File: config.mk
export PLATFORM = sky130hd
export DESIGN_NAME = arinc_tx24
export DESIGN_NICKNAME = d
export VERILOG_FILES = /design/src/rtl/arinc_tx24.sv
export SDC_FILE = /design/constraint.sdc
export NUM_CORES = 1
export LEC_CHECK = 0
export BUFFER_PORTS_ARGS = -buffer_cell sky130_fd_sc_hd__buf_2
export CAP_MARGIN = 5
export CORE_MARGIN = 2
export CORE_UTILIZATION = 30
export CTS_CLUSTER_SIZE = 10
export DETAILED_ROUTE_END_ITERATION = 16
export GPL_ROUTABILITY_DRIVEN = 0
export MAX_ROUTING_LAYER = met4
export SYNTH_ARGS = -nofsm -noshare
export SYNTH_HDL_FRONTEND = slang
export SYNTH_SLANG_ARGS = --single-unit
export TNS_END_PERCENT = 100
File: constraint.sdc
create_clock -name clk -period 3.1 [get_ports clk]
set_clock_uncertainty 0.05 [all_clocks]
set_input_delay 0.155 -clock clk [delete_from_list [all_inputs] [get_ports clk]]
set_output_delay 0.155 -clock clk [all_outputs]
set_load 0.01 [all_outputs]
File: src/rtl/arinc_tx24.sv
// ---------------------------------------------------------------------------
// arinc_tx24
//
// Bipolar return-to-zero transmitter for 24-bit words. A word is accepted
// through a start/busy handshake and sent LSB first on the differential pair
// TxA/TxB. Every bit is one data phase followed by one zero phase, and every
// word is followed by GAP_PHASES null phases so the receiver can detect the
// end of the frame. The phase length is chosen per word (high or low rate).
//
// Ports:
//   clk          system clock, all logic on the rising edge
//   rst          synchronous active-high reset
//   tx_rate_sel  1 = HI_PHASE cycles per phase, 0 = LO_PHASE (sampled at start)
//   dat24        word to transmit (sampled at start)
//   tx_start     transmit request, honoured only while tx_busy is low
//   tx_busy      high from the cycle after acceptance to the end of the gap
//   tx_done      one-cycle pulse when a frame, including its gap, completes
//   TxA          line A, high during a '1' data phase
//   TxB          line B, high during a '0' data phase
// ---------------------------------------------------------------------------
module arinc_tx24 #(
   parameter int HI_PHASE   = 502,
   parameter int LO_PHASE   = 5020502,
   parameter int GAP_PHASES = 8
) (
   input  logic        clk,
   input  logic        rst,
   input  logic        tx_rate_sel,
   input  logic [23:0] dat24,
   input  logic        tx_start,
   output logic        tx_busy,
   output logic        tx_done,
   output logic        TxA,
   output logic        TxB
);

   // The phase counter only ever holds P-1, so clog2 of the longest phase fits.
   localparam int PMAX = (LO_PHASE > HI_PHASE) ? LO_PHASE : HI_PHASE;
   localparam int CW   = (PMAX > 1) ? $clog2(PMAX) : 1;
   localparam int GW   = (GAP_PHASES > 1) ? $clog2(GAP_PHASES) : 1;

   localparam logic [CW-1:0] HI_LOAD  = CW'(HI_PHASE - 1);
   localparam logic [CW-1:0] LO_LOAD  = CW'(LO_PHASE - 1);
   localparam logic [GW-1:0] GAP_LAST = GW'(GAP_PHASES - 1);

   typedef enum logic [1:0] {
      ST_IDLE = 2'd0,
      ST_DATA = 2'd1,
      ST_ZERO = 2'd2,
      ST_GAP  = 2'd3
   } state_t;

   state_t        state_q, state_d;
   logic [23:0]   sr_q,    sr_d;
   logic          rate_q,  rate_d;
   logic [CW-1:0] cnt_q,   cnt_d;
   logic [4:0]    bit_q,   bit_d;
   logic [GW-1:0] gap_q,   gap_d;
   logic          txa_q,   txa_d;
   logic          txb_q,   txb_d;
   logic          busy_q,  busy_d;
   logic          done_q,  done_d;
   logic [CW-1:0] reload;

   // Next-state logic. Line levels and busy are derived from the next state
   // so that every output is a flop and changes exactly on the state edge.
   always_comb begin
      state_d = state_q;
      sr_d    = sr_q;
      rate_d  = rate_q;
      cnt_d   = cnt_q;
      bit_d   = bit_q;
      gap_d   = gap_q;
      done_d  = 1'b0;
      reload  = rate_q ? HI_LOAD : LO_LOAD;

      case (state_q)
         ST_IDLE: begin
            if (tx_start) begin
               sr_d    = dat24;
               rate_d  = tx_rate_sel;
               cnt_d   = tx_rate_sel ? HI_LOAD : LO_LOAD;
               bit_d   = 5'd0;
               gap_d   = '0;
               state_d = ST_DATA;
            end
         end

         ST_DATA: begin
            if (cnt_q == '0) begin
               cnt_d   = reload;
               state_d = ST_ZERO;
            end else begin
               cnt_d = cnt_q - CW'(1);
            end
         end

         // The shift happens at the end of the zero phase so sr[0] is always
         // the bit being shown in the data phase that follows.
         ST_ZERO: begin
            if (cnt_q == '0) begin
               cnt_d = reload;
               sr_d  = sr_q >> 1;
               bit_d = bit_q + 5'd1;
               if (bit_q == 5'd23) begin
                  gap_d   = '0;
                  state_d = ST_GAP;
               end else begin
                  state_d = ST_DATA;
               end
            end else begin
               cnt_d = cnt_q - CW'(1);
            end
         end

         ST_GAP: begin
            if (cnt_q == '0) begin
               cnt_d = reload;
               if (gap_q == GAP_LAST) begin
                  state_d = ST_IDLE;
                  done_d  = 1'b1;
               end else begin
                  gap_d = gap_q + GW'(1);
               end
            end else begin
               cnt_d = cnt_q - CW'(1);
            end
         end

         default: begin
            state_d = ST_IDLE;
         end
      endcase

      txa_d  = (state_d == ST_DATA) &&  sr_d[0];
      txb_d  = (state_d == ST_DATA) && !sr_d[0];
      busy_d = (state_d != ST_IDLE);
   end

   // State and output registers; reset aborts any frame in progress.
   always_ff @(posedge clk) begin
      if (rst) begin
         state_q <= ST_IDLE;
         sr_q    <= '0;
         rate_q  <= 1'b0;
         cnt_q   <= '0;
         bit_q   <= '0;
         gap_q   <= '0;
         txa_q   <= 1'b0;
         txb_q   <= 1'b0;
         busy_q  <= 1'b0;
         done_q  <= 1'b0;
      end else begin
         state_q <= state_d;
         sr_q    <= sr_d;
         rate_q  <= rate_d;
         cnt_q   <= cnt_d;
         bit_q   <= bit_d;
         gap_q   <= gap_d;
         txa_q   <= txa_d;
         txb_q   <= txb_d;
         busy_q  <= busy_d;
         done_q  <= done_d;
      end
   end

   assign TxA     = txa_q;
   assign TxB     = txb_q;
   assign tx_busy = busy_q;
   assign tx_done = done_q;

endmodule
==> results of run 1 <==
==> repair_timing <==
action | in CTS | in global routing
gates resized for setup | 0 | 0
setup endpoints to repair | 0 | 0
endpoints found under the hold margin | 1 | 0
hold buffers | 1 | 0
==> power groups by stage <==
stage	clock network (uW)	logic, uW	registers [uW]
2_1_floorplan	0	380	928
3_3_place_gp	0	491	940
3_5_place_dp	0	500	943
4_1_cts	815	504	924
5_1_grt	853	560	936
6_report	797	505	925
==> cell families after synthesis <==
group | after synthesis | share of synthesized area [%]
flip-flops | 62 | 40.6
AND/OR/NAND/NOR | 146 | 24.8
XOR/XNOR | 6 | 1.72
adder cells (fa/ha/maj) | 5 | 2.05
AO/OA/AOI/OAI | 115 | 25.5
multiplexers | 1 | 0.327
buffers and inverters | 32 | 4.99
==> worst max path at each step <==
| stage | startpoint | end | depth (start not counted) | slack, ns |
|---|---|---|---|---|
| after floorplan | cnt_q[16]$_SDFFE_PP0N_ | cnt_q[11]$_SDFFE_PP0N_ | 9 | 0.53 |
| after global placement | cnt_q[0]$_SDFFE_PP0N_ | cnt_q[19]$_SDFFE_PP0N_ | 9 | 0.52 |
| after detailed placement | cnt_q[12]$_SDFFE_PP0N_ | cnt_q[11]$_SDFFE_PP0N_ | 6 | 0.52 |
| after CTS | cnt_q[0]$_SDFFE_PP0N_ | cnt_q[11]$_SDFFE_PP0N_ | 9 | 0.51 |
| after global routing | cnt_q[0]$_SDFFE_PP0N_ | cnt_q[15]$_SDFFE_PP0N_ | 9 | 0.26 |
| final | cnt_q[0]$_SDFFE_PP0N_ | cnt_q[11]$_SDFFE_PP0N_ | 9 | 0.50 |
==> metrics by stage <==
stage | total power [uW] | setup WS [ns] | std cells | instance area (um2) | hold WS, ns
floorplan | 1310 | 0.526 | 367 | 3060 | 0.241
global placement | 1430 | 0.518 | 517 | 3340 | 0.337
detailed placement | 1440 | 0.523 | 517 | 3340 | 0.356
CTS | 2240 | 0.505 | 534 | 3570 | 0.0322
global route | 2350 | 0.264 | 534 | 3570 | 0.0567
finish | 2230 | 0.498 | 534 | 3570 | 0.0444
==> layer usage <==
metal  routed length (um)  vias up  GRT usage, %
li1                     -     1433             -
met1                 3520     1373          18.7
met2                 3700       78          24.4
met3                  464       13          4.74
met4                  104        0          4.57
met5                    0        -             -
==> worst max-delay path, delay by kind of cell, from the launching register on <==
family,cells,cell delay (ns)
and+or+nand+nor,3,0.51
adders and majority gates,1,0.20
AOI/OAI and AO/OA,2,0.82
DFF,1,0.38
buffers and inverters,3,0.53
==> area by class of cell <==
| type | count | area [um2] |
|---|---|---|
| clock buffers | 9 | 124 |
| clock inverters | 7 | 97.6 |
| fillers | 1066 | 6250 |
| inverters | 7 | 26.3 |
| multi-input cells | 273 | 1670 |
| flip-flops and latches | 62 | 1240 |
| well taps | 133 | 166 |
| repair buffers | 43 | 248 |
==> cells in the final DEF, fill, tap and decap left out, types with 7 or more instances in the layout <==
| master | synthesis | layout |
|---|---|---|
| clkbuf_8 | 0 | 9 |
| buf_2 | 2 | 31 |
| nand2_1 | 45 | 45 |
| inv_1 | 7 | 7 |
| nor3_1 | 21 | 21 |
| a31oi_1 | 7 | 7 |
| a22oi_1 | 22 | 22 |
| dfxtp_1 | 62 | 62 |
| a21oi_1 | 44 | 43 |
| nor4_1 | 12 | 12 |
| nor2_1 | 25 | 25 |
| buf_4 | 0 | 11 |
==> flip-flops by register name (all words and copies together) (netlist names) <==
register  cells
TxA           1
TxB           1
bit_q         5
cnt_q        23
gap_q         3
rate_q        1
sr_q         24
state_q       2
tx_busy       1
tx_done       1
==> flow_summary.ini, run 1 <==
[synthesis]
yosys_warnings = 0
postSynth.asyncResetShare_pct = 0
ys_top_cells_by_count = dfxtp_1, nand2_1, a21oi_1
yosys.area.top_type = dfxtp_1
syn_area_per_cell_um2 = 8.33
ys_seq_area_share_pct = 40.6
synthFlopType = dfxtp_1
synth.net_count = 400
synth_cell_types = 56
synth_edf_count = 0
ys_ff_latch = 62
syn-cell-area_um2 = 3060
synth_top_area_share_pct = 40.6
synth_cells = 367
ys_top_cells_by_area = dfxtp_1, a21oi_1, nand2_1
yosysMostFrequentCell = dfxtp_1

[timing]
drv_slew = 0
slew_headroom_pct = 37.0
setup_viol = 0
tightest_slew_ns = 0.945
min_period_ns = 2.60
fmax_ghz = 0.384
tns_ns = 0
rsz0062_at_grt = no
timing.final.crit_share_pct = 83.9
hold_viol_final = 0

[place]
post-dp-hpwl_um = 5340
io_buffer_count = 31

[global_route]
grt_first_pass_wirelength_um = 13500
grt_max_degree = 53
overflow = 0
grtUsageTotal_pct = 15.3
grt_pass1_vias = 2832
antenna_found_initial = 0

[setup_path]
crit_path_max_incr_delay_ns = 0.75
timing.rr.end = cnt_q[11]$_SDFFE_PP0N_
crit_path_start_kind = register
setup.worst_path.end_class = register
critPathSlowestCell = a21oi_1
rrSetupSlack_ns = 0.50
crit_chain = inv_1, ha_1, or4b_2, nor2_1, buf_4, a21oi_1, buf_4, a21oi_1, nor4_1
criticalPathCategory = register to register
cp.arrival_ns = 2.80
cp.required_ns = 3.30
ff2ff_path_depth = 9
r2r-start = cnt_q[0]$_SDFFE_PP0N_
critPathMaxFanout = 11

[clock_network]
clock-sinks = 62
clk_pin_slew_worst_paths_ns = 0.07
numCtsBuffers = 9
worstSkewPairLatency_ns = 0.34
clk_path_buf_depth = 2
root_buffer = clkbuf_8
cts_setup_buffers = 0
htreeDepth = 3
tritoncts = yes

[power]
powerDensity_nw_per_um2 = 624
switchingPower_uw = 710
intPower_uw = 1520
power_frac_clock_pct = 35.8
pwr-share-seq_pct = 41.6
peakVddDrop_v = 0.000229
leakage_uw = 0.00133
p_sw_share_pct = 31.9
comb_power_share_pct = 22.7

[die]
initial_core_util_pct = 31.1
num_rows = 36
ios = 32
die_w_um = 105
die-area_um2 = 11000
core_area_um2 = 9820
dieHeight_um = 105

[final_layout]
drive_gt1_share_pct = 17.5
area_growth_pct = 16.8
nNetsFinal = 429
diodes = 0
utilization_pct = 36.4

[job]
max_cap_violations = 0

[drt]
vias = 2897
post_drt_via_cell_ratio = 5.43
ant_nets = 0
first_pass_iters = 5
drt_iter0_drc = 176
drt_wl_total_um = 7790
drc = 0
routedWlPerCell_um = 14.6

[min_path]
hold_path_class = primary input to register
min_to = rate_q$_SDFFE_PP0P_
hold_start = tx_rate_sel
worst_hold_path.num_cells = 3

[outcome]
status = complete, no violations
(Power assumes the default switching activity.)
==> run 2, diff against run 1 <==
==> constraint.sdc (replaced) <==
create_clock -name clk -period 2.4 [get_ports clk]
set_clock_uncertainty 0.05 [all_clocks]
set_input_delay 0.12 -clock clk [delete_from_list [all_inputs] [get_ports clk]]
set_output_delay 0.12 -clock clk [all_outputs]
set_load 0.01 [all_outputs]
==> flow_summary.ini, run 2 (synthesis gave the netlist of run 1 again) <==
[place]
post-dp-hpwl_um = 5760
pre_cts_ws_ns = 0.0232
io_buffer_count = 31
placed_cell_area_um2 = 3560

[final_layout]
drive_gt1_share_pct = 25.3
fin_area_um2 = 3950
reg_top3 = sr_q x24, cnt_q x23, bit_q x5
final_cell_mix = dfxtp_1, nand2_1, a21oi_1
multi_input_area_um2 = 1740
nNetsFinal = 467
final_common_cell = dfxtp_1
fill_cells = 1041
largest_reg_flops = 24
final-seq-area_um2 = 1240
diodes = 0
area_growth_pct = 29.0
largest-register = sr_q

[setup_path]
critPathSlowestCell = or4_4
critPathMaxFanout = 5
criticalPathCategory = register to register
cp.required_ns = 2.59
setup.worst_path.end_class = register
crit_path_max_incr_delay_ns = 0.58
rrSetupSlack_ns = -0.06
crit_path_start_kind = register
path_buf_inv = 2
cp.arrival_ns = 2.65
timing.rr.end = cnt_q[7]$_SDFFE_PP0N_
crit_chain = or4_4, or4_4, buf_4, nor2_1, buf_4, o31ai_1, a22o_1
cpLargestDelayFamily = simple AND/OR/NAND/NOR gates
r2r-start = cnt_q[6]$_SDFFE_PP0N_
ff2ff_path_depth = 7

[die]
dieHeight_um = 105
die_w_um = 105
core_area_um2 = 9820
ios = 32
initial_core_util_pct = 31.1
die-area_um2 = 11000
num_rows = 36

[global_route]
grt_first_pass_wirelength_um = 13900
grt_max_degree = 42
grt_pass1_vias = 3046
grtUsageTotal_pct = 15.9
overflow = 0
antenna_found_initial = 0

[outcome]
status = finished with violations
violations = setup timing

[min_path]
hold_path_class = primary input to register
min_to = sr_q[10]$_SDFFE_PP0P_
hold_start = dat24[10]
worst_hold_path.num_cells = 3

[timing]
slew_headroom_pct = 50.6
drv_slew = 0
timing.final.crit_share_pct = 102
setup_viol = 2
min_period_ns = 2.46
rsz0062_at_grt = yes
setup_slack_ns = -0.0564
tightest_slew_ns = 0.739
hold_viol_final = 0
fmax_ghz = 0.407

[drt]
drt_iter0_drc = 127
routedWlPerCell_um = 14.8
drc = 0
vias = 3025
ant_nets = 0
drt_wl_total_um = 8450
first_pass_iters = 4
post_drt_via_cell_ratio = 5.29

[clock_network]
clk_pin_slew_worst_paths_ns = 0.08
clk_path_buf_depth = 2
root_buffer = clkbuf_8
worstSkewPairLatency_ns = 0.36
htreeDepth = 3
numCtsBuffers = 9
tritoncts = yes
clock-sinks = 62

[power]
powerDensity_nw_per_um2 = 757
peakVddDrop_v = 0.000357
leakage_uw = 0.00155

[job]
max_cap_violations = 0
==> run 2: cell types whose count changed in the layout (fill, tap and decap cells not counted), sizes merged <==
cell,change
clkinvlp,-1
dlygate4sd3,+8
buf,+30
inv,+2
bufinv,-1
==> run 2: cell type report <==
cell class | count | area share, %
multi-input combinational | 273 | 44.0
sequential | 62 | 31.5
timing repair buffer | 81 | 14.4
tap | 133 | 4.22
clock buffer | 9 | 3.14
clock inverter | 7 | 2.06
inverter | 7 | 0.666
==> run 2: worst max path at each step <==
stage,start,end,slack [ns],depth (start not counted)
final,cnt_q[6]$_SDFFE_PP0N_,cnt_q[7]$_SDFFE_PP0N_,-0.06,7
after global routing,cnt_q[6]$_SDFFE_PP0N_,cnt_q[21]$_SDFFE_PP0N_,-0.07,7
after CTS,cnt_q[4]$_SDFFE_PP0N_,cnt_q[15]$_SDFFE_PP0N_,0.006,6
after detailed placement,cnt_q[12]$_SDFFE_PP0N_,cnt_q[15]$_SDFFE_PP0N_,0.02,6
after global placement,cnt_q[12]$_SDFFE_PP0N_,cnt_q[12]$_SDFFE_PP0N_,0.07,6
after floorplan,cnt_q[19]$_SDFFE_PP0N_,cnt_q[12]$_SDFFE_PP0N_,0.004,8
==> run 2: per-stage QoR <==
step	hold WS, ns	utilization, %	total power [uW]	TNS, ns	cells
2_1_floorplan	0.206	-	1700	0	367
3_5_place_dp	0.320	36.2	1970	0	544
5_1_grt	0.0182	40.2	3140	-0.700	572
4_1_cts	0.00133	39.2	2950	0	569
6_report	0.00592	40.2	2980	-0.0825	572
3_3_place_gp	0.302	36.2	1960	0	544
==> run 2: repair_timing <==
item | in CTS | in global routing
gates resized for setup | 0 | 15
setup buffers | 0 | 2
hold buffers | 9 | 0
hold endpoints to repair | 9 | 0
endpoints found under the setup margin | 0 | 10
==> run 2: metal layers <==
| layer | track usage [%] | up-vias | part of all wire (%) |
|---|---|---|---|
| li1 | - | 1508 | - |
| met1 | 18.6 | 1444 | 45 |
| met2 | 26.3 | 57 | 50 |
| met3 | 3.62 | 16 | 3.2 |
| met4 | 6.57 | 0 | 1.8 |
| met5 | - | - | 0 |
==> run 2: worst min-delay path, cell delays in order <==
cell     delay (ns)
buf_2          0.08
a22oi_1        0.06
a21oi_1        0.12
==> run 2: power breakdown <==
group	total (uW)	internal [uW]	switching (uW)	leakage, uW
clock	961	493	468	0.000101
sequential	1180	1110	63.3	0.000508
combinational	846	377	468	0.000940
